### src/rtl/bure_stage_mem.sv
// Memory-access stage: runs RV32I loads/stores on a req/gnt/rvalid bus and
// hands aligned, extended results (or ALU pass-through) to writeback.
module bure_stage_mem #(
    parameter int unsigned DATA_WIDTH     = 32,
    parameter int unsigned ADDR_WIDTH     = 32,
    parameter int unsigned REG_ADDR_WIDTH = 5
) (
    input  logic                      i_clk,
    input  logic                      i_rstn,
    input  logic                      i_ex_valid,
    output logic                      o_ex_ready,
    input  logic [DATA_WIDTH-1:0]     i_ex_alu_data,
    input  logic [DATA_WIDTH-1:0]     i_ex_rs2_data,
    input  logic [2:0]                i_ex_funct3,
    input  logic                      i_ex_is_load,
    input  logic                      i_ex_is_store,
    input  logic [REG_ADDR_WIDTH-1:0] i_ex_rd_addr,
    input  logic                      i_ex_rd_we,
    output logic                      o_dmem_req,
    input  logic                      i_dmem_gnt,
    output logic                      o_dmem_we,
    output logic [ADDR_WIDTH-1:0]     o_dmem_addr,
    output logic [3:0]                o_dmem_be,
    output logic [DATA_WIDTH-1:0]     o_dmem_wdata,
    input  logic                      i_dmem_rvalid,
    input  logic [DATA_WIDTH-1:0]     i_dmem_rdata,
    input  logic                      i_dmem_err,
    output logic                      o_mem_valid,
    output logic [REG_ADDR_WIDTH-1:0] o_mem_rd_addr,
    output logic [DATA_WIDTH-1:0]     o_mem_rd_data,
    output logic                      o_mem_rd_we,
    output logic                      o_mem_fault
);

    typedef enum logic [1:0] {S_IDLE, S_REQ, S_WAIT} state_t;

    state_t                      state_q, state_d;
    logic                        req_q, req_d;
    logic                        we_q, we_d;
    logic [ADDR_WIDTH-1:0]       addr_q, addr_d;
    logic [3:0]                  be_q, be_d;
    logic [DATA_WIDTH-1:0]       wdata_q, wdata_d;
    logic [1:0]                  lane_q, lane_d;
    logic [2:0]                  funct3_q, funct3_d;
    logic                        is_load_q, is_load_d;
    logic [REG_ADDR_WIDTH-1:0]   cap_rd_addr_q, cap_rd_addr_d;
    logic                        cap_rd_we_q, cap_rd_we_d;
    logic                        valid_q, valid_d;
    logic [REG_ADDR_WIDTH-1:0]   rd_addr_q, rd_addr_d;
    logic [DATA_WIDTH-1:0]       rd_data_q, rd_data_d;
    logic                        rd_we_q, rd_we_d;
    logic                        fault_q, fault_d;

    logic                        accept;
    logic                        is_mem;
    logic                        legal;
    logic                        misaligned;
    logic [1:0]                  size;
    logic [1:0]                  lane_in;
    logic [3:0]                  be_in;
    logic [DATA_WIDTH-1:0]       wdata_in;
    logic [DATA_WIDTH-1:0]       rshift;
    logic [DATA_WIDTH-1:0]       load_data;

    assign o_ex_ready = (state_q == S_IDLE);
    assign accept     = i_ex_valid & o_ex_ready;
    assign is_mem     = i_ex_is_load | i_ex_is_store;
    assign size       = i_ex_funct3[1:0];
    assign lane_in    = i_ex_alu_data[1:0];

    // Decode legality, alignment, byte lanes and replicated store data
    always_comb begin
        legal = 1'b0;
        if (i_ex_is_load && !i_ex_is_store) begin
            legal = (i_ex_funct3 == 3'd0) || (i_ex_funct3 == 3'd1) || (i_ex_funct3 == 3'd2) ||
                    (i_ex_funct3 == 3'd4) || (i_ex_funct3 == 3'd5);
        end else if (i_ex_is_store && !i_ex_is_load) begin
            legal = (i_ex_funct3 == 3'd0) || (i_ex_funct3 == 3'd1) || (i_ex_funct3 == 3'd2);
        end
        misaligned = ((size == 2'd1) && lane_in[0]) || ((size == 2'd2) && (lane_in != 2'd0));
        case (size)
            2'd0:    be_in = 4'b0001 << lane_in;
            2'd1:    be_in = 4'b0011 << lane_in;
            default: be_in = 4'b1111;
        endcase
        case (size)
            2'd0:    wdata_in = {4{i_ex_rs2_data[7:0]}};
            2'd1:    wdata_in = {2{i_ex_rs2_data[15:0]}};
            default: wdata_in = i_ex_rs2_data;
        endcase
        if (!i_ex_is_store) begin
            wdata_in = '0;
        end
    end

    // Lane select and sign/zero extension of the load response
    always_comb begin
        rshift = i_dmem_rdata >> {lane_q, 3'b000};
        case (funct3_q)
            3'd0:    load_data = {{24{rshift[7]}}, rshift[7:0]};
            3'd1:    load_data = {{16{rshift[15]}}, rshift[15:0]};
            3'd4:    load_data = {24'd0, rshift[7:0]};
            3'd5:    load_data = {16'd0, rshift[15:0]};
            default: load_data = i_dmem_rdata;
        endcase
    end

    // Next-state and register updates
    always_comb begin
        state_d       = state_q;
        req_d         = req_q;
        we_d          = we_q;
        addr_d        = addr_q;
        be_d          = be_q;
        wdata_d       = wdata_q;
        lane_d        = lane_q;
        funct3_d      = funct3_q;
        is_load_d     = is_load_q;
        cap_rd_addr_d = cap_rd_addr_q;
        cap_rd_we_d   = cap_rd_we_q;
        valid_d       = 1'b0;
        rd_addr_d     = rd_addr_q;
        rd_data_d     = rd_data_q;
        rd_we_d       = rd_we_q;
        fault_d       = fault_q;
        case (state_q)
            S_IDLE: begin
                if (accept) begin
                    if (!is_mem) begin
                        valid_d   = 1'b1;
                        rd_addr_d = i_ex_rd_addr;
                        rd_data_d = i_ex_alu_data;
                        rd_we_d   = i_ex_rd_we;
                        fault_d   = 1'b0;
                    end else if (!legal || misaligned) begin
                        valid_d   = 1'b1;
                        rd_addr_d = i_ex_rd_addr;
                        rd_data_d = '0;
                        rd_we_d   = 1'b0;
                        fault_d   = 1'b1;
                    end else begin
                        state_d       = S_REQ;
                        req_d         = 1'b1;
                        we_d          = i_ex_is_store;
                        addr_d        = ADDR_WIDTH'(i_ex_alu_data) & ~ADDR_WIDTH'(3);
                        be_d          = be_in;
                        wdata_d       = wdata_in;
                        lane_d        = lane_in;
                        funct3_d      = i_ex_funct3;
                        is_load_d     = i_ex_is_load;
                        cap_rd_addr_d = i_ex_rd_addr;
                        cap_rd_we_d   = i_ex_rd_we;
                    end
                end
            end
            S_REQ: begin
                if (i_dmem_gnt) begin
                    state_d = S_WAIT;
                    req_d   = 1'b0;
                end
            end
            S_WAIT: begin
                if (i_dmem_rvalid) begin
                    state_d   = S_IDLE;
                    valid_d   = 1'b1;
                    rd_addr_d = cap_rd_addr_q;
                    fault_d   = i_dmem_err;
                    if (is_load_q) begin
                        rd_data_d = load_data;
                        rd_we_d   = cap_rd_we_q & ~i_dmem_err;
                    end else begin
                        rd_data_d = '0;
                        rd_we_d   = 1'b0;
                    end
                end
            end
            default: state_d = S_IDLE;
        endcase
    end

    always_ff @(posedge i_clk or negedge i_rstn) begin
        if (!i_rstn) begin
            state_q       <= S_IDLE;
            req_q         <= 1'b0;
            we_q          <= 1'b0;
            addr_q        <= '0;
            be_q          <= '0;
            wdata_q       <= '0;
            lane_q        <= '0;
            funct3_q      <= '0;
            is_load_q     <= 1'b0;
            cap_rd_addr_q <= '0;
            cap_rd_we_q   <= 1'b0;
            valid_q       <= 1'b0;
            rd_addr_q     <= '0;
            rd_data_q     <= '0;
            rd_we_q       <= 1'b0;
            fault_q       <= 1'b0;
        end else begin
            state_q       <= state_d;
            req_q         <= req_d;
            we_q          <= we_d;
            addr_q        <= addr_d;
            be_q          <= be_d;
            wdata_q       <= wdata_d;
            lane_q        <= lane_d;
            funct3_q      <= funct3_d;
            is_load_q     <= is_load_d;
            cap_rd_addr_q <= cap_rd_addr_d;
            cap_rd_we_q   <= cap_rd_we_d;
            valid_q       <= valid_d;
            rd_addr_q     <= rd_addr_d;
            rd_data_q     <= rd_data_d;
            rd_we_q       <= rd_we_d;
            fault_q       <= fault_d;
        end
    end

    assign o_dmem_req    = req_q;
    assign o_dmem_we     = we_q;
    assign o_dmem_addr   = addr_q;
    assign o_dmem_be     = be_q;
    assign o_dmem_wdata  = wdata_q;
    assign o_mem_valid   = valid_q;
    assign o_mem_rd_addr = rd_addr_q;
    assign o_mem_rd_data = rd_data_q;
    assign o_mem_rd_we   = rd_we_q;
    assign o_mem_fault   = fault_q;

endmodule

### config.mk
export PLATFORM = sky130hd
export DESIGN_NAME = bure_stage_mem
export DESIGN_NICKNAME = d
export VERILOG_FILES = /design/src/rtl/bure_stage_mem.sv
export SDC_FILE = /design/constraint.sdc
export NUM_CORES = 1
export LEC_CHECK = 0
export ABC_AREA = 0
export CAP_MARGIN = 25
export CORE_MARGIN = 2
export CORE_UTILIZATION = 49
export DETAILED_ROUTE_END_ITERATION = 10
export PLACE_DENSITY = 0.92
export SLEW_MARGIN = 20
export SYNTH_ARGS = -nofsm -noshare
export SYNTH_HDL_FRONTEND = slang
export SYNTH_SLANG_ARGS = --single-unit
### constraint.sdc
create_clock -name i_clk -period 3.5 [get_ports i_clk]
set_clock_uncertainty 0.1 [all_clocks]
set_input_delay 0.7 -clock i_clk [delete_from_list [all_inputs] [get_ports i_clk]]
set_output_delay 0.7 -clock i_clk [all_outputs]
set_load 0.05 [all_outputs]
==> results of run 1 <==
-- flip-flops by register name, summed over array words and instances (netlist names) --
name / cells
cap_rd_addr_q: 5
o_mem_rd_we: 1
state_q: 2
lane_q: 2
o_dmem_be: 4
cap_rd_we_q: 1
o_dmem_addr: 30
is_load_q: 1
o_dmem_we: 1
o_mem_valid: 1
funct3_q: 3
o_mem_fault: 1
o_dmem_req: 1
o_mem_rd_addr: 5
o_dmem_wdata: 32
o_mem_rd_data: 32
-- how the worst max path moves through the flow --
stage / endpoint / cells after the start
floorplan: cap_rd_addr_q[4] / 6
global placement: o_dmem_addr[25] / 5
detailed placement: o_dmem_addr[25] / 5
CTS: o_ex_ready / 2
global route: o_mem_rd_data[8] / 7
finish: o_ex_ready / 2
-- cells in the final DEF (no fill, tap or decap), types with 9 or more instances in the layout --
master,Yosys,layout
a21oi_1,13,12
a22oi_1,17,17
buf_4,3,9
clkbuf_16,0,17
clkdlybuf4s50_1,0,220
dfrtp_1,122,122
mux2_1,16,16
mux2_2,52,52
mux2_4,43,43
mux2i_1,10,10
nand2_1,90,90
nor2_1,10,10
o21ai_0,26,26
o21ai_1,37,37
-- through the flow --
stage               power [W]  hold slack, ns  utilization [%]
floorplan            0.004140          0.3044                -
global placement     0.005206          0.3674            68.86
detailed placement   0.005299          0.3747            68.86
CTS                  0.007070         0.06975            73.56
global route         0.007330         0.07587            73.56
finish               0.007060         0.07447            73.56
-- where the power goes --
| group | internal, W | switching, W | leakage (nW) |
|---|---|---|---|
| combinational | 0.00126 | 0.00195 | 2.20 |
| clock | 0.00107 | 0.000673 | 0.271 |
| sequential | 0.00181 | 0.000297 | 1.55 |
| total | 0.00413 | 0.00292 | 4.02 |
-- critical path, cell delays in order, from the launching register on --
cell and delay (ns):
dfrtp_1 0.45, nor2_1 0.21, clkdlybuf4s50_1 0.86
-- layout make-up --
class,instances,area [um2]
Clock buffer,18,439.2
Clock inverter,13,146.4
Fill cell,803,3296
Inverter,5,18.77
Multi-Input combinational cell,375,2928
Sequential cell,122,3053
Tap cell,172,215.2
Timing Repair Buffer,234,2370
-- kinds of logic after synthesis --
group | synth area share, %
simple gates | 8.554
other cells | 0.06046
flops | 49.22
buf+inv | 4.035
compound gates | 13.25
xor+xnor | 0.1412
mux | 24.73
-- layer usage --
layer	wire length (um)	global-route usage [%]
met1	7560	34.82
met3	1923	10.28
met5	0	0
met4	818	14.84
met2	9656	49.38
==> results_dict.tcl, run 1 <==
set metrics [dict create \
    cp_max_fo 6 \
    ys_top_cells_by_count "dfrtp_1 (122), nand2_1 (90), mux2_2 (52), mux2_4 (43), o21ai_1 (37)" \
    drt-total-wl_mm 19.96 \
    crit_type "flop to output pin" \
    grt_max_degree 74 \
    slew_violations 0 \
    dpl_worst_slack_ns 0.4010 \
    drc 0 \
    cts-htree-levels 4 \
    dp.cells 908 \
    max_cap_violations 0 \
    yosysTopAreaCellShare_pct 49.22 \
    syn-cell-area_mm2 0.006202 \
    dpl-instance-area_mm2 0.008584 \
    cts_tree "built" \
    ys_warn_count 0 \
    ys_ff_latch 122 \
    worst_pin_slew_ns 0.8999 \
    fmax_mhz 367.0 \
    start_kind "flop" \
    ctsResizeCount 0 \
    clkSinkCount 122 \
    ios 224 \
    rows 41 \
    period_needed_ns 2.725 \
    yosysTopAreaCell "dfrtp_1" \
    timing.rr.start "state_q[0]" \
    first_global_vias 5618 \
    antenna_found_initial 0 \
    die-area_mm2 0.01357 \
    ant_nets 0 \
    numCtsBuffers 17 \
    setup-violations-final 0 \
    end_kind "output pin" \
    yosysSeqAreaShare_pct 49.22 \
    fin_area_mm2 0.009170 \
    gr-total-overflow 0 \
    via_per_inst 5.748 \
    die_w_um 116.5 \
    final_net_count 868 \
    avgSynthCellArea_um2 11.36 \
    async_flop_share_pct 100.0 \
    p_per_area_mw_per_mm2 769.9 \
    first_pass_iters 7 \
    status "finished, final reports clean" \
    hold_class "input pin to async pin" \
    slew_headroom_pct 40.00 \
    port_buffers 221 \
    drt_iter0_markers 428 \
    dp_hpwl_mm 14.21 \
    diodes 0 \
    synth_edf_count 0 \
    r2r_end "o_mem_rd_data[17]" \
    core_area_mm2 0.01247 \
    clockBufferDepth 2 \
    hold_violations 0 \
    cp-startpoint "state_q[0]" \
    worstPathArrival_ns 1.92 \
    cts_setup_buffers 0 \
    grt_setup_unrepaired "no" \
    synthToLayoutAreaGrowth_pct 47.85 \
    setup_tns_ns 0 \
    path_clk_slew_ns 0.06 \
    track_usage_pct 29.90 \
    clock_latency_ns 0.42 \
    finalCritPeriodShare_pct 77.86 \
    synthTopCellsByArea "dfrtp_1 (49%), mux2_4 (10%), mux2_2 (9.4%)" \
    die-height_um 116.5 \
    clockRootBuffer "clkbuf_16" \
    crit_required_ns 2.70 \
    r2r_slack_ns 0.96 \
    synth.most_common_cell "dfrtp_1" \
    routabilityCongestion 0.9394 \
    drive_above_1_share_pct 18.77 \
    ir_drop_uv 537.8 \
    ys.flop_type "dfrtp_1" \
    post_drt_wl_per_cell_um 21.25 \
    grt_pass1_wl_mm 30.42 \
    ys_types 44 \
    cts_hold_buf 0 \
    setup_ws_ns 0.7750 \
    reg2regPathDepth 5 \
    vias 5397 \
    syn_inst 546 \
    instances_no_fill 939 \
    leakage_nw 4.024 \
    start_util_pct 49.75 \
]
Power figures use the tool's default switching activity.
==> inputs of run 2 (changes only) <==
--- a/config.mk
+++ b/config.mk
@@ -8,9 +8,9 @@
 export ABC_AREA = 0
 export CAP_MARGIN = 25
 export CORE_MARGIN = 2
-export CORE_UTILIZATION = 49
+export CORE_UTILIZATION = 45
 export DETAILED_ROUTE_END_ITERATION = 10
-export PLACE_DENSITY = 0.92
+export PLACE_DENSITY = 0.86
 export SLEW_MARGIN = 20
 export SYNTH_ARGS = -nofsm -noshare
 export SYNTH_HDL_FRONTEND = slang
==> constraint.sdc (replaced) <==
create_clock -name i_clk -period 2.6 [get_ports i_clk]
set_clock_uncertainty 0.1 [all_clocks]
set_input_delay 0.52 -clock i_clk [delete_from_list [all_inputs] [get_ports i_clk]]
set_output_delay 0.52 -clock i_clk [all_outputs]
set_load 0.05 [all_outputs]
==> run 2 against run 1 <==
  * Sequential power up 34%
  * First-iteration DRC count up 3.3%
  * Global-route usage down 2.5 points
  * Final cell count up 2.6%
  * Non-clock buffer count up 19
  * Highest routed layer unchanged
  * Wire length down 1.6%
  * Register-to-register slack worse by 0.61 ns
  * Sequential share of layout area down 0.65 points
  * Die area up 8.6%
  * Hold slack worse by 0.051 ns
==> results_dict.tcl, run 2 (synthesized netlist as in run 1, its figures left out) <==
set metrics [dict create \
    p_sw_w 0.003882 \
    worst_pin_slew_ns 0.6375 \
    gr-total-overflow 0 \
    fin_util_pct 70.08 \
    combPwrFrac_pct 45.6 \
    ios 224 \
    routabilityCongestion 0.9256 \
    cp_max_fo 8 \
    cts_setup_buffers 0 \
    clockBufferDepth 2 \
    drive_above_1_share_pct 20.97 \
    timing.rr.start "state_q[0]" \
    first_global_vias 5595 \
    drt-total-wl_mm 19.63 \
    rows 42 \
    grtUsageMet1_pct 33.00 \
    path_clk_slew_ns 0.06 \
    p_per_area_mw_per_mm2 1027 \
    crit_type "input pin to flop" \
    p_sw_share_pct 40.40 \
    core_area_mm2 0.01335 \
    drc 0 \
    track_usage_pct 27.38 \
    vias 5381 \
    fin_area_mm2 0.009354 \
    gr-usage-met3_pct 9.023 \
    mostFrequentLayoutCells "clkdlybuf4s50_1 (219), dfrtp_1 (122), nand2_1 (90)" \
    ant_nets 0 \
    slew_violations 0 \
    start_kind "input pin" \
    dp_hpwl_mm 14.48 \
    n_fill_cell 964 \
    grt_max_degree 43 \
    start_util_pct 46.47 \
    die-height_um 121.4 \
    die-area_mm2 0.01474 \
    r2r_slack_ns 0.35 \
    slew_headroom_pct 57.34 \
    antenna_found_initial 0 \
    status "finished, final reports clean" \
    holdWs_ns 0.02323 \
    clkSinkCount 122 \
    clock_latency_ns 0.41 \
    crit_required_ns 2.80 \
    grt_pass1_wl_mm 30.86 \
    first_pass_iters 5 \
    drt_iter0_markers 442 \
    setup_tns_ns 0 \
    end_kind "flop" \
    setup-violations-final 0 \
    hold_violations 0 \
    post_drt_wl_per_cell_um 20.39 \
    port_buffers 221 \
    finalCritPeriodShare_pct 90.70 \
    period_needed_ns 2.358 \
    dp.cells 931 \
    instances_no_fill 963 \
    dpl-instance-area_mm2 0.008745 \
    r2r_end "o_mem_rd_data[16]" \
    hold_class "input pin to async pin" \
    die_w_um 121.4 \
    cts-htree-levels 4 \
    synthToLayoutAreaGrowth_pct 50.82 \
    diodes 0 \
    final_common_cell "clkdlybuf4s50_1" \
    p_seq_share_pct 29.3 \
    via_per_inst 5.588 \
    use_met2_pct 46.31 \
    cts_tree "built" \
    p_int_w 0.005728 \
    final_net_count 887 \
    clockRootBuffer "clkbuf_16" \
    reg2regPathDepth 5 \
    ir_drop_uv 617.1 \
    leakage_nw 4.148 \
    cp-startpoint "i_dmem_rdata[31]" \
    grt-busiest-layer "met2" \
    max_cap_violations 0 \
    fmax_mhz 424.1 \
    clkPwrFrac_pct 25.1 \
    numCtsBuffers 17 \
    worstPathArrival_ns 2.56 \
    grt_setup_unrepaired "no" \
]
==> run 2: cell type report <==
type	instances	area [um2]	area share, %
sequential	122	3053	32.64
inverter	5	18.77	0.2006
timing repair buffer	253	2527	27.02
multi-input combinational	375	2930	31.33
clock buffer	20	456.7	4.882
tap	176	220.2	2.354
clock inverter	12	147.6	1.578
==> run 2: critical path, stage by stage <==
cell and delay (ns):
clkdlybuf4s50_1 0.47, mux4_2 0.53, or3b_1 0.35, a21oi_1 0.14, a221o_1 0.28, mux2_2 0.27
==> run 2: how the worst max path moves through the flow <==
stage / depth (start not counted) / endpoint / slack [ns]
after detailed placement: 6 / o_mem_rd_data[14] / -0.16
after CTS: 2 / o_ex_ready / 0.06
after global routing: 6 / cap_rd_addr_q[0] / 0.18
after floorplan: 6 / cap_rd_addr_q[4] / 0.35
after global placement: 6 / o_mem_rd_data[14] / -0.09
final: 6 / o_mem_rd_data[14] / 0.24
==> run 2: power groups by stage <==
stage,logic [W],registers (W),clock network [W]
3_3_place_gp,0.00429,0.00280,0
3_5_place_dp,0.00437,0.00283,0
6_report,0.00438,0.00282,0.00242
2_1_floorplan,0.00119,0.00438,0
4_1_cts,0.00439,0.00282,0.00244
5_1_grt,0.00457,0.00288,0.00255
==> run 2: layer usage <==
layer | vias up | part of all wire [%] | routed length [um]
li1 | 2406 | - | -
met1 | 2677 | 40 | 7887
met2 | 264 | 49 | 9564
met3 | 34 | 8.6 | 1697
met4 | 0 | 2.5 | 482
met5 | - | 0 | 0
==> run 2: through the flow <==
stage               setup slack [ns]  total power [W]
floorplan                     0.3543         0.005573
global placement            -0.09450         0.007093
detailed placement           -0.1622         0.007197
CTS                          0.05671         0.009648
global route                  0.1837         0.009998
finish                        0.2419         0.009610
==> run 2: what timing repair did <==
item	in CTS	in global routing
endpoints found under the setup margin	0	4
hold buffers	0	0
resized for setup	0	3
==> inputs of run 3 (changes only) <==
--- a/config.mk
+++ b/config.mk
@@ -7,7 +7,7 @@
 export LEC_CHECK = 0
 export ABC_AREA = 0
 export CAP_MARGIN = 25
-export CORE_MARGIN = 2
+export CORE_MARGIN = 5
 export CORE_UTILIZATION = 45
 export DETAILED_ROUTE_END_ITERATION = 10
 export PLACE_DENSITY = 0.86
==> run 3 against run 2 <==
  * Sequential share of layout area is 0.26 points lower
  * Register-to-register slack got worse by 0.08 ns
  * Die area grew 10%
  * Count of clock-buffer cells in the layout increased by 3
  * Wire length grew 2.3%
  * Sequential power about the same
  * Non-clock buffer count shrank 1
  * Fmax up 1.3%
  * Highest routed layer unchanged
==> results_dict.tcl, run 3 (synthesized netlist as in run 1, its figures left out) <==
set metrics [dict create \
    status "finished, final reports clean" \
    clkPwrFrac_pct 26.4 \
    hold_end "o_dmem_wdata[2]" \
    ir_drop_uv 628.1 \
    first_pass_iters 5 \
    port_buffers 221 \
    die-height_um 127.4 \
    drt_iter0_markers 282 \
    combPwrFrac_pct 44.9 \
    hold_class "flop to flop" \
    path_cells "and3b_1 > and2_1 > a22oi_1 > o21ai_0 > mux2_2" \
    vias 5346 \
    max_cap_violations 0 \
    fin_util_pct 68.72 \
    final_net_count 886 \
    grt_max_degree 53 \
    final_common_cell "clkdlybuf4s50_1" \
    path_clk_slew_ns 0.05 \
    mostFrequentLayoutCells "clkdlybuf4s50_1 (219), dfrtp_1 (122), nand2_1 (90)" \
    via_per_inst 5.540 \
    hold_path.startpoint "o_dmem_wdata[2]" \
    rows 43 \
    period_needed_ns 2.328 \
    clockBufferDepth 2 \
    reg2regPathDepth 5 \
    clkSinkCount 122 \
    drt-total-wl_mm 20.08 \
    p_sw_share_pct 39.19 \
    cp_max_fo 23 \
    p_per_area_mw_per_mm2 1038 \
    slew_violations 0 \
    start_kind "flop" \
    drive_above_1_share_pct 20.13 \
    drc 0 \
    core_area_mm2 0.01372 \
    crit_type "flop to flop" \
    track_usage_pct 24.95 \
    cts-htree-levels 4 \
    r2r_end "o_mem_rd_data[19]" \
    cpMaxStageDelayCell "and2_1" \
    max_stage_delay_ns 0.75 \
    setup-violations-final 0 \
    p_seq_share_pct 28.7 \
    die_w_um 127.4 \
    end_kind "flop" \
    min_path_cells 2 \
    timing.rr.start "state_q[0]" \
    cts_tree "built" \
    worstPathArrival_ns 2.58 \
    post_drt_wl_per_cell_um 20.81 \
    dp_hpwl_mm 15.10 \
    slew_headroom_pct 40.16 \
    start_util_pct 45.21 \
    ios 224 \
    ant_nets 0 \
    clockRootBuffer "clkbuf_16" \
    leakage_nw 4.180 \
    fmax_mhz 429.5 \
    grt_setup_unrepaired "no" \
    crit_required_ns 2.85 \
    p_int_w 0.005949 \
    first_global_vias 5825 \
    synthToLayoutAreaGrowth_pct 52.01 \
    routabilityCongestion 0.8704 \
    setup_tns_ns 0 \
    cts_setup_buffers 0 \
    r2r_slack_ns 0.27 \
    grt_pass1_wl_mm 31.56 \
    finalCritPeriodShare_pct 89.56 \
    antenna_found_initial 0 \
    numCtsBuffers 17 \
    worst_pin_slew_ns 0.8977 \
    hold_violations 0 \
    gr-total-overflow 0 \
    die-area_mm2 0.01623 \
    diodes 0 \
    p_sw_w 0.003833 \
    clock_latency_ns 0.41 \
]
[run 3: area by class of cell]
| class | count | area [um2] |
|---|---|---|
| Fill cell | 979 | 4292 |
| Sequential cell | 122 | 3053 |
| Multi-Input combinational cell | 375 | 2928 |
| Timing Repair Buffer | 252 | 2560 |
| Clock buffer | 23 | 478.0 |
| Tap cell | 180 | 225.2 |
| Clock inverter | 8 | 165.2 |
| Inverter | 5 | 18.77 |
[run 3: critical path: cells and delay by family (launching register included)]
kind / cells / cell delay, ns
flip-flops: 1 / 0.46
AND/OR/NAND/NOR: 2 / 1.11
AO/OA/AOI/OAI: 2 / 0.41
multiplexers: 1 / 0.18
[run 3: metal layers]
| metal | vias up | GRT usage (%) | share of wire, % |
|---|---|---|---|
| li1 | 2416 | - | - |
| met1 | 2601 | 28.62 | 39 |
| met2 | 276 | 42.37 | 48 |
| met3 | 53 | 9.532 | 9.5 |
| met4 | 0 | 9.274 | 3.2 |
| met5 | - | 0 | 0 |
[run 3: metrics by stage]
stage	hold WS, ns	instances	cell area [um2]	worst slack [ns]	power [W]
final	0.3846	965	9428	0.2715	0.009782
after global placement	0.3321	933	8772	-0.07444	0.007108
after detailed placement	0.3339	933	8772	-0.1147	0.007213
after CTS	0.3898	965	9425	0.07041	0.009839
after global routing	0.4140	965	9428	0.1638	0.01017
after floorplan	0.1244	547	6206	0.3543	0.005573
[run 3: repair_timing]
| action | 4_1_cts | 5_1_grt |
|---|---|---|
| hold buffers | 1 | 0 |
| resized for setup | 0 | 1 |
| endpoints found under the setup margin | 0 | 1 |
| endpoints found under the hold margin | 21 | 0 |
[run 3: power by group through the flow]
stage,Combinational [W],Clock [W],Sequential (W)
detailed placement,0.00439,0,0.00283
floorplan,0.00119,0,0.00438
global placement,0.00431,0,0.00279
global route,0.00457,0.00272,0.00288
CTS,0.00441,0.00262,0.00281
finish,0.00439,0.00258,0.00281
[run 3: worst max-delay path by stage]
stage	end	cells after the start	start
finish	o_mem_rd_data[19]	5	state_q[0]
global placement	o_mem_rd_data[11]	6	i_dmem_rdata[15]
global route	o_mem_rd_data[19]	5	state_q[0]
floorplan	cap_rd_addr_q[4]	6	state_q[0]
CTS	o_ex_ready	2	state_q[0]
detailed placement	o_mem_rd_data[10]	7	i_ex_is_store
